File: src/rtl/bus_pkg.sv
`default_nettype none
// ============================================================================
// Module   : bus_pkg
// Purpose  : Shared widths, state encodings and helpers for the system-bus demo.
// Revision : 1.0 - initial release
// ============================================================================
package bus_pkg;

    localparam int ADDR_W = 8;
    localparam int DATA_W = 8;
    localparam int LEN_W  = 4;

    typedef enum logic [1:0] {
        IDLE     = 2'd0,
        GRANT_M1 = 2'd1,
        GRANT_M2 = 2'd2
    } arb_state_t;

    typedef enum logic [1:0] {
        M_IDLE = 2'd0,
        M_REQ  = 2'd1,
        M_ADDR = 2'd2,
        M_DATA = 2'd3
    } mst_state_t;

    // A zero length field still moves one beat.
    function automatic logic [LEN_W-1:0] beat_count(input logic [LEN_W-1:0] len);
        return (len == '0) ? LEN_W'(1) : len;
    endfunction

endpackage
`default_nettype wire

File: src/rtl/bus_master.sv
`default_nettype none
// ============================================================================
// Module   : bus_master
// Purpose  : Button-started burst master; ADDR and DATA phase one tick each.
// Revision : 1.0 - initial release
// ============================================================================
module bus_master #(
    parameter int ADDR_W = bus_pkg::ADDR_W,
    parameter int DATA_W = bus_pkg::DATA_W
) (
    input  logic                      clk,
    input  logic                      rst,
    input  logic                      i_tick,
    input  logic                      i_start,
    input  logic                      i_rw,
    input  logic [ADDR_W-1:0]         i_start_addr,
    input  logic [bus_pkg::LEN_W-1:0] i_burst_len,
    input  logic                      i_grant,
    input  logic [DATA_W-1:0]         i_rd_data,
    output logic                      o_req,
    output logic                      o_done,
    output logic                      o_busy,
    output logic [ADDR_W-1:0]         o_bus_addr,
    output logic [DATA_W-1:0]         o_bus_wdata,
    output logic                      o_bus_we,
    output logic                      o_bus_data
);
    import bus_pkg::*;

    mst_state_t         r_state;
    logic               r_busy;
    logic               r_rw;
    logic [ADDR_W-1:0]  r_addr;
    logic [LEN_W-1:0]   r_remain;
    logic [DATA_W-1:0]  r_rd_last;

    // A fresh start requests in the same tick so a free bus grants with no gap.
    assign o_req       = (r_state == M_REQ) || ((r_state == M_IDLE) && i_start);
    assign o_done      = i_tick && (r_state == M_DATA) && (r_remain == LEN_W'(1));
    assign o_busy      = r_busy;
    assign o_bus_addr  = r_addr;
    assign o_bus_wdata = DATA_W'(r_addr + ADDR_W'(1));
    assign o_bus_we    = ~r_rw;
    assign o_bus_data  = (r_state == M_DATA);

    always_ff @(posedge clk) begin
        if (rst) begin
            r_state   <= M_IDLE;
            r_busy    <= 1'b0;
            r_rw      <= 1'b0;
            r_addr    <= '0;
            r_remain  <= '0;
            r_rd_last <= '0;
        end else if (i_tick) begin
            case (r_state)
                M_IDLE: begin
                    if (i_start) begin
                        r_rw     <= i_rw;
                        r_addr   <= i_start_addr;
                        r_remain <= beat_count(i_burst_len);
                        r_busy   <= 1'b1;
                        r_state  <= i_grant ? M_ADDR : M_REQ;
                    end
                end
                M_REQ: begin
                    if (i_grant) begin
                        r_state <= M_ADDR;
                    end
                end
                M_ADDR: begin
                    r_state <= M_DATA;
                end
                M_DATA: begin
                    if (r_rw) begin
                        r_rd_last <= i_rd_data;
                    end
                    if (r_remain == LEN_W'(1)) begin
                        r_state <= M_IDLE;
                        r_busy  <= 1'b0;
                    end else begin
                        r_remain <= r_remain - LEN_W'(1);
                        r_addr   <= r_addr + ADDR_W'(1);
                        r_state  <= M_ADDR;
                    end
                end
                default: begin
                    r_state <= M_IDLE;
                end
            endcase
        end
    end

endmodule
`default_nettype wire

File: src/rtl/top.sv
`default_nettype none
// ============================================================================
// Module   : top
// Purpose  : System-bus demo: tick divider, button conditioning, config register,
//            fixed-priority arbiter, 256x8 memory and two burst masters.
// Revision : 1.0 - initial release
// ============================================================================
module top #(
    parameter int CLK_DIV = 10,
    parameter int ADDR_W  = bus_pkg::ADDR_W,
    parameter int DATA_W  = bus_pkg::DATA_W
) (
    input  logic                             clock,
    input  logic                             rst,
    input  logic                             enable,
    input  logic                             button1_raw,
    input  logic                             button2_raw,
    input  logic                             button3_raw,
    input  logic                             mode_switch,
    input  logic                             rw_switch1,
    input  logic                             rw_switch2,
    input  logic [ADDR_W+bus_pkg::LEN_W-1:0] switch_array,
    output logic                             m1_busy,
    output logic                             m2_busy,
    output logic                             scaled_clk
);
    import bus_pkg::*;

    localparam int c_half  = CLK_DIV / 2;
    localparam int c_cnt_w = (c_half > 1) ? $clog2(c_half) : 1;
    localparam int c_cfg_w = ADDR_W + LEN_W;

    // ---------------- tick divider ----------------
    logic [c_cnt_w-1:0] r_div_cnt;
    logic               r_scaled_clk;
    logic               r_tick;
    logic               w_wrap;
    logic               w_tick;

    assign w_wrap = (r_div_cnt == c_cnt_w'(c_half - 1));
    // r_tick is held while frozen so a pending tick survives an enable drop.
    assign w_tick = r_tick & enable;

    always_ff @(posedge clock) begin
        if (rst) begin
            r_div_cnt    <= '0;
            r_scaled_clk <= 1'b0;
            r_tick       <= 1'b0;
        end else if (enable) begin
            r_tick <= w_wrap & ~r_scaled_clk;
            if (w_wrap) begin
                r_div_cnt    <= '0;
                r_scaled_clk <= ~r_scaled_clk;
            end else begin
                r_div_cnt <= r_div_cnt + c_cnt_w'(1);
            end
        end
    end

    // ---------------- button conditioning ----------------
    logic [2:0] r_sync1;
    logic [2:0] r_sync2;
    logic [2:0] r_btn_smp;
    logic [1:0] w_press;
    logic       w_cfg_release;

    always_ff @(posedge clock) begin
        if (rst) begin
            r_sync1   <= '1;
            r_sync2   <= '1;
            r_btn_smp <= '1;
        end else if (enable) begin
            r_sync1 <= {button3_raw, button2_raw, button1_raw};
            r_sync2 <= r_sync1;
            if (w_tick) begin
                r_btn_smp <= r_sync2;
            end
        end
    end

    assign w_press       = {2{w_tick}} & r_btn_smp[1:0] & ~r_sync2[1:0];
    assign w_cfg_release = w_tick & ~r_btn_smp[2] & r_sync2[2];

    // ---------------- configuration ----------------
    logic [c_cfg_w-1:0] r_cfg;

    always_ff @(posedge clock) begin
        if (rst) begin
            r_cfg <= '0;
        end else if (w_cfg_release && !mode_switch) begin
            r_cfg <= switch_array;
        end
    end

    // ---------------- arbiter ----------------
    arb_state_t r_arb;
    logic       w_req1;
    logic       w_req2;
    logic       w_done1;
    logic       w_done2;
    logic       w_grant1;
    logic       w_grant2;

    assign w_grant1 = w_tick && (r_arb == IDLE) && w_req1;
    assign w_grant2 = w_tick && (r_arb == IDLE) && !w_req1 && w_req2;

    always_ff @(posedge clock) begin
        if (rst) begin
            r_arb <= IDLE;
        end else if (w_tick) begin
            case (r_arb)
                IDLE: begin
                    if (w_req1) begin
                        r_arb <= GRANT_M1;
                    end else if (w_req2) begin
                        r_arb <= GRANT_M2;
                    end
                end
                GRANT_M1: if (w_done1) r_arb <= IDLE;
                GRANT_M2: if (w_done2) r_arb <= IDLE;
                default:  r_arb <= IDLE;
            endcase
        end
    end

    // ---------------- bus mux and memory ----------------
    logic [ADDR_W-1:0] w_addr1, w_addr2, w_bus_addr;
    logic [DATA_W-1:0] w_wdata1, w_wdata2, w_bus_wdata, w_rd_data;
    logic              w_we1, w_we2, w_bus_we;
    logic              w_data1, w_data2, w_bus_data;
    logic              w_mem_write;
    logic [DATA_W-1:0] r_mem [0:(1<<ADDR_W)-1];

    always_comb begin
        w_bus_addr  = w_addr1;
        w_bus_wdata = w_wdata1;
        w_bus_we    = w_we1;
        w_bus_data  = w_data1 && (r_arb == GRANT_M1);
        if (r_arb == GRANT_M2) begin
            w_bus_addr  = w_addr2;
            w_bus_wdata = w_wdata2;
            w_bus_we    = w_we2;
            w_bus_data  = w_data2;
        end
    end

    // The access lands on the tick that closes the DATA phase.
    assign w_mem_write = w_tick && w_bus_data && w_bus_we && !rst;
    assign w_rd_data   = r_mem[w_bus_addr];

    always_ff @(posedge clock) begin
        if (w_mem_write) begin
            r_mem[w_bus_addr] <= w_bus_wdata;
        end
    end

    // ---------------- masters ----------------
    bus_master #(.ADDR_W(ADDR_W), .DATA_W(DATA_W)) u_master1 (
        .clk          (clock),
        .rst          (rst),
        .i_tick       (w_tick),
        .i_start      (w_press[0] && mode_switch),
        .i_rw         (rw_switch1),
        .i_start_addr (r_cfg[c_cfg_w-1:LEN_W]),
        .i_burst_len  (r_cfg[LEN_W-1:0]),
        .i_grant      (w_grant1),
        .i_rd_data    (w_rd_data),
        .o_req        (w_req1),
        .o_done       (w_done1),
        .o_busy       (m1_busy),
        .o_bus_addr   (w_addr1),
        .o_bus_wdata  (w_wdata1),
        .o_bus_we     (w_we1),
        .o_bus_data   (w_data1)
    );

    bus_master #(.ADDR_W(ADDR_W), .DATA_W(DATA_W)) u_master2 (
        .clk          (clock),
        .rst          (rst),
        .i_tick       (w_tick),
        .i_start      (w_press[1] && mode_switch),
        .i_rw         (rw_switch2),
        .i_start_addr (r_cfg[c_cfg_w-1:LEN_W]),
        .i_burst_len  (r_cfg[LEN_W-1:0]),
        .i_grant      (w_grant2),
        .i_rd_data    (w_rd_data),
        .o_req        (w_req2),
        .o_done       (w_done2),
        .o_busy       (m2_busy),
        .o_bus_addr   (w_addr2),
        .o_bus_wdata  (w_wdata2),
        .o_bus_we     (w_we2),
        .o_bus_data   (w_data2)
    );

    assign scaled_clk = r_scaled_clk;

endmodule
`default_nettype wire

File: config.mk
export PLATFORM = sky130hd
export DESIGN_NAME = top
export DESIGN_NICKNAME = d
export VERILOG_FILES = /design/src/rtl/bus_pkg.sv /design/src/rtl/bus_master.sv /design/src/rtl/top.sv
export SDC_FILE = /design/constraint.sdc
export NUM_CORES = 1
export LEC_CHECK = 0
export CAP_MARGIN = 20
export CORE_MARGIN = 3
export CORE_UTILIZATION = 36
export CTS_BUF_LIST = sky130_fd_sc_hd__clkbuf_2 sky130_fd_sc_hd__clkbuf_4 sky130_fd_sc_hd__clkbuf_8
export DETAILED_ROUTE_END_ITERATION = 10
export GPL_TIMING_DRIVEN = 0
export MAX_ROUTING_LAYER = met4
export SYNTH_ARGS = -nofsm -noshare
export SYNTH_HDL_FRONTEND = slang
export SYNTH_SLANG_ARGS = --single-unit
File: constraint.sdc
create_clock -name clock -period 2.3 [get_ports clock]
set_clock_uncertainty 0.05 [all_clocks]
set_input_delay 0.575 -clock clock [delete_from_list [all_inputs] [get_ports clock]]
set_output_delay 0.575 -clock clock [all_outputs]
set_load 0.01 [all_outputs]
======== Yosys cells after proc, flatten, opt, wreduce, memory -nomap -nowiden ========
Index checks and enable logic that the tools add are counted.
storage, ports and cells
  logic and storage cells ................. 109
  output and inout bits ................... 3
  register bits ........................... 34
  input bits .............................. 21
cells by class
  bitwise operators ....................... 9
  $add $sub $neg .......................... 3
  equal/unequal tests ..................... 22
  multiplexer cells ....................... 29
  reduce and logical (&&, ||, !) cells .... 32
operator list
  operator                                                number
  2-to-1 mux 2 bit                                        12
  2-to-1 mux 4 bit                                        5
  AND reduction 4 bit                                     5
  one-hot mux 2 bit (4 select lines)                      2
  one-hot mux 4 bit (2 select lines)                      2
  logical AND 1 bit                                       13
  inequality test 2 x 1 -> 1 bit (second input constant)  6
  equality test 2 bit (second input constant)             5
  equality test 4 x 1 -> 1 bit (second input constant)    2
  inequality test 2 bit (second input constant)           4
  subtractor 4 x 1 -> 4 bit (second input constant)       2
  equality test 2 x 1 -> 1 bit (second input constant)    3
  logical NOT 2 bit                                       3
  one-hot mux 2 bit (3 select lines)                      1
  AND reduction 3 bit                                     2
  AND 1 bit                                               4
  AND 2 bit                                               2
  logical NOT 4 bit                                       1
  2-to-1 mux 1 bit                                        4
  one-hot mux 1 bit (2 select lines)                      2
  AND reduction 2 bit                                     2
  nonzero test 2 bit                                      2
  adder 3 x 1 -> 3 bit (second input constant)            1
  equality test 3 bit (second input constant)             1
  other kinds (6)                                         9

======== Logic depth before layout (Yosys ltp) ========
Gate-level depths: netlist (run 1).
  depth in word-level cells ............... 12
  mapped depth ............................ 6

======== By module ========
From an unflattened synthesis (run 1), not the netlist that was laid out.
unflattened totals
  cells, all modules ...................... 4502
  area, all modules ....................... 78987.0 um^2
by module, submodules not included
  module      times used  cells an instance  area each (um^2)
  top         1           4244               76905.0
  bus_master  2           129                1041.0

======== Worst setup path after synthesis (run 1) ========
OpenSTA, ideal clock, no wires.
  path type ............................... register to register
  start point ............................. register u_master2.r_state[0]
  end point ............................... register u_master2.r_remain[2]
  arrival ................................. 1.634 ns
  setup time .............................. 0.117 ns
  buffers on the path ..................... 0
  path slack .............................. 0.498 ns
  cell stages (with the launch flop) ...... 6
  path through ............................ dfxtp_1 > ha_1 > and4bb_1 > a2111oi_4 > o21ai_1 > a32o_1
between the ends
  cells in the longest elaborated chain, start to end .. 3
  elaborated cells on any way between the ends .. 7
  those cells by class .................... eq/ne (3); mux (1); reduce/logical (3)
ends and longest elaborated chain
  element                                                               line              RTL
  start, declared                                                       bus_master.sv:30  mst_state_t r_state;
  start signal, assigned                                                bus_master.sv:62  r_state <= i_grant ? M_ADDR : M_REQ;
  equality test 2 bit or logical NOT 2 bit (tied branches)              bus_master.sv:55  case (r_state)
  inequality test 2 bit (no source line), or another cell as far along  -
  AND reduction 4 bit (no source line)                                  -
  end signal, assigned                                                  bus_master.sv:60  r_remain <= beat_count(i_burst_len);
  end signal, assigned                                                  bus_master.sv:81  r_remain <= r_remain - LEN_W'(1);
  end, declared                                                         bus_master.sv:34  logic [LEN_W-1:0] r_remain;
Several ways; a longest one is shown, not always the timed one.
A chain may end at the register's enable or synchronous reset.

======== Final worst setup path (run 1) ========
  start point ............................. input enable
  end point ............................... register u_master2.r_state[1]
between the ends
  cells in the longest elaborated chain, start to end .. 12
  elaborated cells on any way between the ends .. 19
  those cells by class .................... eq/ne (2); mux (3); bitwise (3); reduce/logical (11)
ends and longest elaborated chain
  element                             line              RTL
  start, declared                     top.sv:15         input logic enable,
  AND 1 bit (*)                       top.sv:42         assign w_tick = r_tick & enable;
  AND 2 bit (2 in a row)              top.sv:81         assign w_press = {2{w_tick}} & r_btn_smp[1:0] & ~r_sync2[1:0];
  logical AND 1 bit                   top.sv:162        .i_start (w_press[0] && mode_switch),
  logical AND 1 bit                   bus_master.sv:38  assign o_req = (r_state == M_REQ) || ((r_state == M_IDLE) && i_start);
  logical OR 1 bit                    bus_master.sv:38
  logical NOT 1 bit                   top.sv:105        assign w_grant2 = w_tick && (r_arb == IDLE) && !w_req1 && w_req2;
  logical AND 1 bit (2 in a row)      top.sv:105
  2-to-1 mux 2 bit                    bus_master.sv:62
  2-to-1 mux 2 bit                    bus_master.sv:57  if (i_start) begin
  one-hot mux 2 bit (4 select lines)  bus_master.sv:55
Mark *: on every way between the ends. The rest lies on a longest branch, timed or not. The select of a mux whose other input is x is not followed.

==> impl_metrics.json, run 1 <==
{
  "crit_chain": "clkdlybuf4s50_1, nand2_1, buf_2, o41ai_4, a211oi_1, a211oi_1",
  "cp_common_cell": "a211oi_1",
  "finalWirelength_um": 4060,
  "slowest_stage": "clkdlybuf4s50_1",
  "num_vias": 1549,
  "routed_via_density": 5.01,
  "core-area_mm2": 0.00514,
  "finalNetCount": 275,
  "yosys.cell_types.count": 46,
  "cp.required_ps": 2440,
  "async_flop_share": 0,
  "critical_path_buf_inv_count": 2,
  "syn-instance-count": 218,
  "synth_nets": 254,
  "grt_max_degree": 11,
  "grt-ovfl-total": 0,
  "cap_violations": 0,
  "power_uw": 1230,
  "drt-initial-drc-count": 85,
  "antennaDiodeCount": 0,
  "path_max_fanout": 10,
  "synth_seq_area_share": 0.353,
  "max_freq_mhz": 468,
  "ys_ff_latch": 34,
  "cts_tree": "built",
  "grt_setup_unrepaired": "false",
  "ioPinCount": 24,
  "grt_usage": 0.144,
  "dieArea_mm2": 0.00627,
  "grt_pass1_vias": 1496,
  "slew_violations": 0,
  "synth_area_per_cell_um2": 8.85,
  "critPathMaxStageDelay_ps": 570,
  "clk_pin_slew_ps": 70,
  "initial_utilization": 0.375,
  "wl_per_cell_um": 13.1,
  "clock-root-buffer": "clkbuf_8",
  "drive_gt1_frac": 0.100,
  "period_minus_slack_ps": 2140,
  "drt_first_pass_iters": 4,
  "htreeDepth": 2,
  "num_rows": 26,
  "antenna_found_initial": 0,
  "tightest_slew_ps": 635,
  "fin_util": 0.442,
  "drtAntennaViolNets": 0,
  "cp_top_family": "buffers and inverters",
  "status": "complete, no violations",
  "hold_slack_ps": 415,
  "grt_pass1_wl_um": 7020,
  "cp-start-kind": "input pin",
  "gp_congestion": 0.753,
  "numCtsBuffers": 5,
  "hold_path_class": "reg2reg",
  "setup_viol": 0,
  "dpl.hpwl_um": 2980,
  "worstPathArrival_ps": 2280,
  "end_kind": "flip-flop",
  "syn2layout_area_growth_pct": 17.8,
  "dpl-instance-area_mm2": 0.00214,
  "ys_warn_count": 0,
  "slew_headroom": 0.576,
  "cts.sinks": 34,
  "design_area_mm2": 0.00227,
  "die_h_um": 79.2,
  "path_class": "in2reg",
  "period_share": 0.929,
  "io_buffers": 12,
  "synthFlopType": "dfxtp_1",
  "clk_latency_ps": 280,
  "p_leak_uw": 0.000832,
  "drc_errors": 0,
  "hold_violations": 0,
  "clk_path_buf_depth": 2,
  "die_w_um": 79.2,
  "syn_area_mm2": 0.00193,
  "synth-edff-count": 0,
  "powerDensity_mw_per_mm2": 542,
  "irDropWorstVdd_mv": 0.353
}
-- cells in the final DEF, fill, tap and decap left out, types with 10 or more instances in the layout --
cell type | netlist | final
dfxtp_1 | 34 | 34
ha_1 | 15 | 15
o21ai_0 | 10 | 10
nand2_1 | 19 | 19
mux2i_1 | 14 | 14
nor2_1 | 21 | 21
inv_1 | 17 | 17
clkdlybuf4s50_1 | 0 | 12
a21oi_1 | 16 | 16
-- state kept, by name, summed over array words and instances (netlist names) --
| register | cells |
|---|---|
| u_master2.o_busy | 1 |
| r_tick | 1 |
| u_master1.r_state | 2 |
| r_arb | 2 |
| r_btn_smp | 3 |
| u_master1.r_remain | 4 |
| r_div_cnt | 3 |
| scaled_clk | 1 |
| r_cfg | 4 |
| u_master2.r_state | 2 |
| u_master2.r_remain | 4 |
| u_master1.o_busy | 1 |
| r_sync1 | 3 |
| r_sync2 | 3 |
-- power breakdown --
| group | total [uW] | switching [uW] | leakage [uW] | internal, uW |
|---|---|---|---|---|
| logic | 74.7 | 39.6 | 0.000500 | 35.1 |
| registers | 607 | 8.35 | 0.000276 | 599 |
| clock network | 550 | 204 | 0.0000573 | 346 |
-- per-layer routing --
metal,up-vias,track usage,part of all wire
met5,-,-,0
met3,5,0.0340,0.033
li1,819,-,-
met4,0,0.0361,0.0099
met1,702,0.191,0.50
met2,23,0.222,0.46
-- cell usage after synthesis (2+ instances only) --
| master | instances | area share |
|---|---|---|
| a211oi_1 | 2 | 0.0078 |
| a21oi_1 | 16 | 0.042 |
| a22oi_1 | 2 | 0.0078 |
| a311oi_1 | 3 | 0.014 |
| a31oi_1 | 2 | 0.0065 |
| a32o_1 | 4 | 0.021 |
| buf_2 | 2 | 0.0052 |
| clkbuf_1 | 4 | 0.0078 |
| dfxtp_1 | 34 | 0.35 |
| ha_1 | 15 | 0.097 |
| inv_1 | 17 | 0.033 |
| mux2i_1 | 14 | 0.073 |
| nand2_1 | 19 | 0.037 |
| nand2b_1 | 4 | 0.013 |
| nand3_1 | 5 | 0.013 |
| nand3b_1 | 3 | 0.012 |
| nand4bb_1 | 2 | 0.012 |
| nor2_1 | 21 | 0.041 |
| nor2b_1 | 2 | 0.0065 |
| nor3_1 | 6 | 0.016 |
| o211ai_1 | 2 | 0.0078 |
| o21ai_0 | 10 | 0.026 |
| o21ai_1 | 2 | 0.0052 |
| or2_2 | 3 | 0.0097 |
| or3_1 | 3 | 0.0097 |
-- worst paths after layout --
check / from / to / slack [ps] / depth (start not counted)
worst max-delay path: enable / u_master2.r_state[1]$_SDFFE_PP0P_ / 160 / 6
worst min register to register: scaled_clk$_SDFFE_PP0P_ / scaled_clk$_SDFFE_PP0P_ / 410 / 2
worst min-delay path: scaled_clk$_SDFFE_PP0P_ / scaled_clk$_SDFFE_PP0P_ / 410 / 2
worst max register to register: u_master2.r_state[0]$_SDFFE_PP0P_ / u_master2.r_remain[3]$_SDFFE_PP0P_ / 380 / 6
-- cell type report --
| class | count | area (um2) |
|---|---|---|
| Clock buffer | 6 | 82.6 |
| Multi-Input combinational cell | 160 | 1160 |
| Sequential cell | 34 | 681 |
| Buffer | 7 | 28.8 |
| Tap cell | 70 | 87.6 |
| Inverter | 17 | 63.8 |
| Clock inverter | 1 | 30.0 |
| Fill cell | 544 | 2870 |
| Timing Repair Buffer | 14 | 135 |
-- worst min-delay path, delay by kind of cell, from the launching register on --
| kind | cells | cell delay [ps] |
|---|---|---|
| compound gates | 1 | 50 |
| simple gates | 1 | 50 |
| flops | 1 | 320 |
-- per-stage QoR --
step / instances / setup TNS (ps) / setup WS, ps
floorplan: 218 / 0 / 498
global placement: 300 / -1970 / -202
detailed placement: 300 / -2220 / -239
CTS: 307 / 0 / 58.0
global route: 309 / 0 / 15.3
finish: 309 / 0 / 164
-- cell families after synthesis --
logic type	synth area share
flops	0.353
buf+inv	0.0480
mux	0.0726
simple gates	0.217
fa+ha+maj	0.0973
compound gates	0.212
-- what timing repair did --
item,4_1_cts,5_1_grt
endpoints found under the hold margin,0,0
setup endpoints to repair,0,6
buffers inserted,0,2
hold buffers,0,0
gates resized for setup,0,2
(Power assumes the default switching activity.)
==> inputs of run 2 (changes only) <==
--- a/config.mk
+++ b/config.mk
@@ -6,7 +6,6 @@
 export NUM_CORES = 1
 export LEC_CHECK = 0
 export CAP_MARGIN = 20
-export CORE_MARGIN = 3
 export CORE_UTILIZATION = 36
 export CTS_BUF_LIST = sky130_fd_sc_hd__clkbuf_2 sky130_fd_sc_hd__clkbuf_4 sky130_fd_sc_hd__clkbuf_8
 export DETAILED_ROUTE_END_ITERATION = 10
@@ -14,4 +13,5 @@
 export MAX_ROUTING_LAYER = met4
 export SYNTH_ARGS = -nofsm -noshare
 export SYNTH_HDL_FRONTEND = slang
+export SYNTH_HIERARCHICAL = 1
 export SYNTH_SLANG_ARGS = --single-unit
==> run 2 against run 1 <==
- register-to-register slack got worse by 210 ps
- largest power group unchanged
- utilization increased by 2.6 points
- worst hold slack got worse by 12 ps
- critical endpoint is now u_master2/r_state[0]$_SDFFE_PP0P_
- combinational power decreased by 16%
- cell count decreased by 2.6%
- power decreased by 7.3%
- critical path depth increased by 7
- sequential power about the same
==> impl_metrics.json, run 2 <==
{
  "status": "complete, no violations",
  "syn2layout_area_growth_pct": 22.4,
  "switching_power_uw": 257,
  "dpl.hpwl_um": 2690,
  "numCtsBuffers": 5,
  "max_freq_mhz": 460,
  "min-delay-start": "r_sync1[2]$_SDFFE_PP1P_",
  "num_rows": 25,
  "core-area_mm2": 0.00485,
  "cts_tree": "built",
  "path_class": "in2reg",
  "pre_cts_ws_ps": -1010,
  "antenna_found_initial": 0,
  "hold_violations": 0,
  "routed_via_density": 4.97,
  "cp-start-kind": "input pin",
  "reg2reg_depth": 12,
  "pwr-share-comb": 0.055,
  "gp_congestion": 0.825,
  "grt_pass1_vias": 1478,
  "drt-initial-drc-count": 84,
  "syn-instance-count": 211,
  "holdBufCountCts": 0,
  "end_kind": "flip-flop",
  "cts.sinks": 34,
  "wl_per_cell_um": 12.4,
  "syn_area_mm2": 0.00185,
  "path_max_fanout": 7,
  "hold_slack_ps": 403,
  "fin_ws_ps": 126,
  "slew_headroom": 0.591,
  "final_common_cell": "dfxtp_1",
  "tightest_slew_ps": 605,
  "min_to": "r_sync2[2]$_SDFFE_PP1P_",
  "p_clk_frac": 0.413,
  "dieArea_mm2": 0.00544,
  "grt_max_degree": 15,
  "switching_share": 0.225,
  "htreeDepth": 2,
  "die_h_um": 73.7,
  "routed-wl-met3_um": 134,
  "grt_pass1_wl_um": 6690,
  "r2r_end": "u_master2/r_state[0]$_SDFFE_PP0P_",
  "die_w_um": 73.7,
  "seqPwrFrac": 0.532,
  "slew_violations": 0,
  "initial_utilization": 0.382,
  "clk_latency_ps": 280,
  "grt_setup_unrepaired": "false",
  "grt-ovfl-total": 0,
  "drive_gt1_frac": 0.252,
  "clk_pin_slew_ps": 70,
  "wl_met1_um": 1930,
  "drt_first_pass_iters": 4,
  "grt_usage": 0.163,
  "synth_nets": 238,
  "setup_viol": 0,
  "finalWirelength_um": 3730,
  "drtAntennaViolNets": 0,
  "power.internal_uw": 885,
  "nFillCells": 490,
  "top_layer": "met4",
  "holdPathStages": 1,
  "clk_path_buf_depth": 2,
  "final_cell_mix": "dfxtp_1 (33), nor2_1 (21), a21oi_1 (16)",
  "r2r_setup_slack_ps": 170,
  "io_buffers": 12,
  "finalNetCount": 260,
  "fin_tns_setup_ps": 0,
  "synth_area_per_cell_um2": 8.78,
  "powerDensity_mw_per_mm2": 503,
  "clock-root-buffer": "clkbuf_8",
  "wl_met2_um": 1650,
  "hold_path_class": "reg2reg",
  "p_leak_uw": 0.000799,
  "period_share": 0.945,
  "r2r-start": "r_tick$_SDFFE_PP0P_",
  "fin_util": 0.468,
  "worstPathArrival_ps": 2290,
  "irDropWorstVdd_mv": 0.294,
  "period_minus_slack_ps": 2170,
  "ioPinCount": 24,
  "cp.required_ps": 2420,
  "num_vias": 1497,
  "drc_errors": 0,
  "cap_violations": 0,
  "ys_warn_count": 6,
  "reg_top3": "r_cfg (4), u_master1/r_remain (4), u_master2/r_remain (4)",
  "antennaDiodeCount": 0
}
## run 2: area by class of cell
class / instances / area, um2 / area share
clock buffers: 7 / 90.1 / 0.0397
flip-flops and latches: 34 / 682 / 0.301
inverters: 11 / 47.5 / 0.0210
well taps: 67 / 83.8 / 0.0370
plain buffers: 20 / 130 / 0.0574
multi-input cells: 146 / 1090 / 0.479
repair buffers: 15 / 143 / 0.0629
clock inverters: 1 / 5.00 / 0.00221
## run 2: metal layers
metal	up-vias	global-route usage
met4	0	0.0385
met1	691	0.216
met5	-	-
met3	2	0.0370
met2	20	0.251
li1	784	-
## run 2: timing repair
| item | in CTS | in global routing |
|---|---|---|
| endpoints found under the setup margin | 14 | 3 |
| buffers inserted | 3 | 0 |
| gates resized for setup | 4 | 6 |
| pin swaps | 2 | 1 |
## run 2: power groups by stage
stage / combinational [uW] / clock [uW] / sequential, uW
6_report: 62.4 / 472 / 607
5_1_grt: 70.7 / 525 / 609
4_1_cts: 63.6 / 497 / 607
3_5_place_dp: 63.7 / 0 / 621
3_3_place_gp: 63.6 / 0 / 621
2_1_floorplan: 37.1 / 0 / 619
## run 2: stage by stage
stage          total power [uW]  cells  cell area, um2
3_5_place_dp                685    290            2130
5_1_grt                    1200    301            2270
6_report                   1140    301            2270
2_1_floorplan               656    211            1930
3_3_place_gp                684    290            2130
4_1_cts                    1170    301            2260
## run 2: worst max-delay path by stage
stage / end / from / cells after the start / slack (ps)
5_1_grt: u_master2/r_state[0]$_SDFFE_PP0P_ / r_tick$_SDFFE_PP0P_ / 12 / 7
2_1_floorplan: u_master2/r_state[0]$_SDFFE_PP0P_ / enable / 12 / -50
4_1_cts: u_master1/r_state[0]$_SDFFE_PP0P_ / enable / 13 / 20
6_report: u_master2/r_state[0]$_SDFFE_PP0P_ / enable / 13 / 130
3_5_place_dp: u_master2/r_state[0]$_SDFFE_PP0P_ / enable / 13 / -1010
3_3_place_gp: u_master2/r_state[0]$_SDFFE_PP0P_ / enable / 13 / -1000
## run 2: worst max-delay path, stage by stage
cell and delay [ps]:
clkbuf_4 150, nand2_8 100, clkinvlp_4 110, nand2_4 90
nor3b_4 50, or2_4 250, nor2b_4 130, nand2b_4 140
nor4_4 340, inv_1 70, a21oi_1 120, or3b_4 130
a21oi_1 50
==> inputs of run 3 (changes only) <==
--- a/config.mk
+++ b/config.mk
@@ -5,7 +5,7 @@
 export SDC_FILE = /design/constraint.sdc
 export NUM_CORES = 1
 export LEC_CHECK = 0
-export CAP_MARGIN = 20
+export CORE_MARGIN = 4
 export CORE_UTILIZATION = 36
 export CTS_BUF_LIST = sky130_fd_sc_hd__clkbuf_2 sky130_fd_sc_hd__clkbuf_4 sky130_fd_sc_hd__clkbuf_8
 export DETAILED_ROUTE_END_ITERATION = 10
==> run 3 against run 2 <==
- cell area rose by 2.3%
- cell count rose by 1.0%
- first-iteration DRC count fell by 37%
- count of clock-buffer cells in the layout fell by 1
- non-clock buffer count rose by 3
- global-route usage fell by 2.6 points
- sequential power barely moved
- highest routed layer unchanged
==> impl_metrics.json, run 3 (same netlist as run 2, synthesis figures left out) <==
{
  "status": "complete, no violations",
  "reg_top3": "r_cfg (4), u_master1/r_remain (4), u_master2/r_remain (4)",
  "grt_pass1_vias": 1463,
  "final_cell_mix": "dfxtp_1 (33), nor2_1 (21), a21oi_1 (15)",
  "r2r_end": "u_master2/r_state[0]$_SDFFE_PP0P_",
  "pre_cts_ws_ps": -1020,
  "placed_cells": 290,
  "cts.sinks": 34,
  "htreeDepth": 2,
  "path_class": "in2reg",
  "hold_path_class": "reg2reg",
  "slew_headroom": 0.623,
  "die_h_um": 79.7,
  "tightest_slew_ps": 558,
  "drt-initial-drc-count": 53,
  "core-area_mm2": 0.00485,
  "io_buffers": 12,
  "reg2reg_depth": 12,
  "syn2layout_area_growth_pct": 25.3,
  "slew_violations": 0,
  "clock-root-buffer": "clkbuf_8",
  "grt_usage": 0.137,
  "cp-start-kind": "input pin",
  "period_minus_slack_ps": 2180,
  "die_w_um": 79.7,
  "end_kind": "flip-flop",
  "p_leak_uw": 0.000819,
  "finalNetCount": 263,
  "drt_first_pass_iters": 4,
  "routed_via_density": 5.02,
  "critPathLaunch": "enable",
  "cap_violations": 0,
  "grt_pass1_wl_um": 6800,
  "numCtsBuffers": 5,
  "worstPathArrival_ps": 2310,
  "max_freq_mhz": 459,
  "num_rows": 25,
  "r2r_setup_slack_ps": 180,
  "hold_violations": 0,
  "grt_max_degree": 15,
  "irDropWorstVdd_mv": 0.323,
  "drtAntennaViolNets": 0,
  "clk_latency_ps": 290,
  "clk_path_buf_depth": 2,
  "stdcell_count": 304,
  "num_vias": 1526,
  "r2r-start": "r_tick$_SDFFE_PP0P_",
  "setup_viol": 0,
  "path_max_fanout": 5,
  "wl_per_cell_um": 12.8,
  "hold_slack_ps": 415,
  "drc_errors": 0,
  "cp.required_ps": 2430,
  "period_share": 0.948,
  "dpl.hpwl_um": 2750,
  "grt-ovfl-total": 0,
  "powerDensity_mw_per_mm2": 534,
  "gp_congestion": 0.834,
  "drive_gt1_frac": 0.266,
  "fin_ws_ps": 120,
  "ioPinCount": 24,
  "final_common_cell": "dfxtp_1",
  "cts_tree": "built",
  "initial_utilization": 0.382,
  "crit_end": "u_master2/r_state[0]$_SDFFE_PP0P_",
  "finalWirelength_um": 3910,
  "antenna_found_initial": 0,
  "dieArea_mm2": 0.00636,
  "antennaDiodeCount": 0,
  "clk_pin_slew_ps": 80
}
-- run 3: cell type report --
type / count / area (um2)
Buffer: 20 / 130
Clock buffer: 6 / 76.3
Clock inverter: 2 / 37.5
Fill cell: 479 / 2530
Inverter: 11 / 47.5
Multi-Input combinational cell: 146 / 1100
Sequential cell: 34 / 684
Tap cell: 67 / 83.8
Timing Repair Buffer: 18 / 165
-- run 3: metrics by stage --
stage	total power (uW)	setup TNS, ps	cell area, um2	utilization
floorplan	656	-94.1	1930	-
global placement	684	-9880	2130	0.440
detailed placement	685	-9930	2130	0.440
CTS	1260	0	2290	0.471
global route	1290	-8.88	2320	0.479
finish	1240	0	2320	0.479
-- run 3: how the worst min path moves through the flow --
stage                             from  slack (ps)  cells past startpoint                       to
6_report       r_sync1[1]$_SDFFE_PP1P_         410                      1  r_sync2[1]$_SDFFE_PP1P_
4_1_cts        r_sync1[1]$_SDFFE_PP1P_         410                      1  r_sync2[1]$_SDFFE_PP1P_
3_5_place_dp   r_sync1[0]$_SDFFE_PP1P_         390                      1  r_sync2[0]$_SDFFE_PP1P_
5_1_grt        r_sync1[1]$_SDFFE_PP1P_         440                      1  r_sync2[1]$_SDFFE_PP1P_
2_1_floorplan  r_sync1[2]$_SDFFE_PP1P_         380                      1  r_sync2[2]$_SDFFE_PP1P_
3_3_place_gp   r_sync1[2]$_SDFFE_PP1P_         390                      1  r_sync2[2]$_SDFFE_PP1P_
-- run 3: power by group --
group / switching [uW] / internal, uW / total, uW
Combinational: 31.0 / 32.3 / 63.3
Sequential: 8.03 / 598 / 606
Clock: 236 / 335 / 571
-- run 3: metal layers --
layer | track usage | wire (um) | up-vias
met5 | - | 0 | -
met2 | 0.203 | 1690 | 33
met4 | 0.0456 | 51 | 0
met3 | 0.0271 | 167 | 5
met1 | 0.186 | 1990 | 708
li1 | - | - | 780
-- run 3: what timing repair did --
item                                    in CTS  in global routing
buffers inserted                             3                  3
hold buffers                                 0                  0
endpoints found under the setup margin      13                  2
hold endpoints to repair                     0                  0
pin swaps                                    2                  4
resized for setup                            5                  9
-- run 3: critical path, cell delays in order --
cell and delay, ps:
buf_4 140, nand2_8 90, clkinvlp_4 110, nand2_4 110, nor3b_4 50, or2_4 250
nor2b_4 130, nand2b_4 140, nor4_4 340, inv_1 90, a21oi_2 130, or3b_4 120
a21oi_1 50
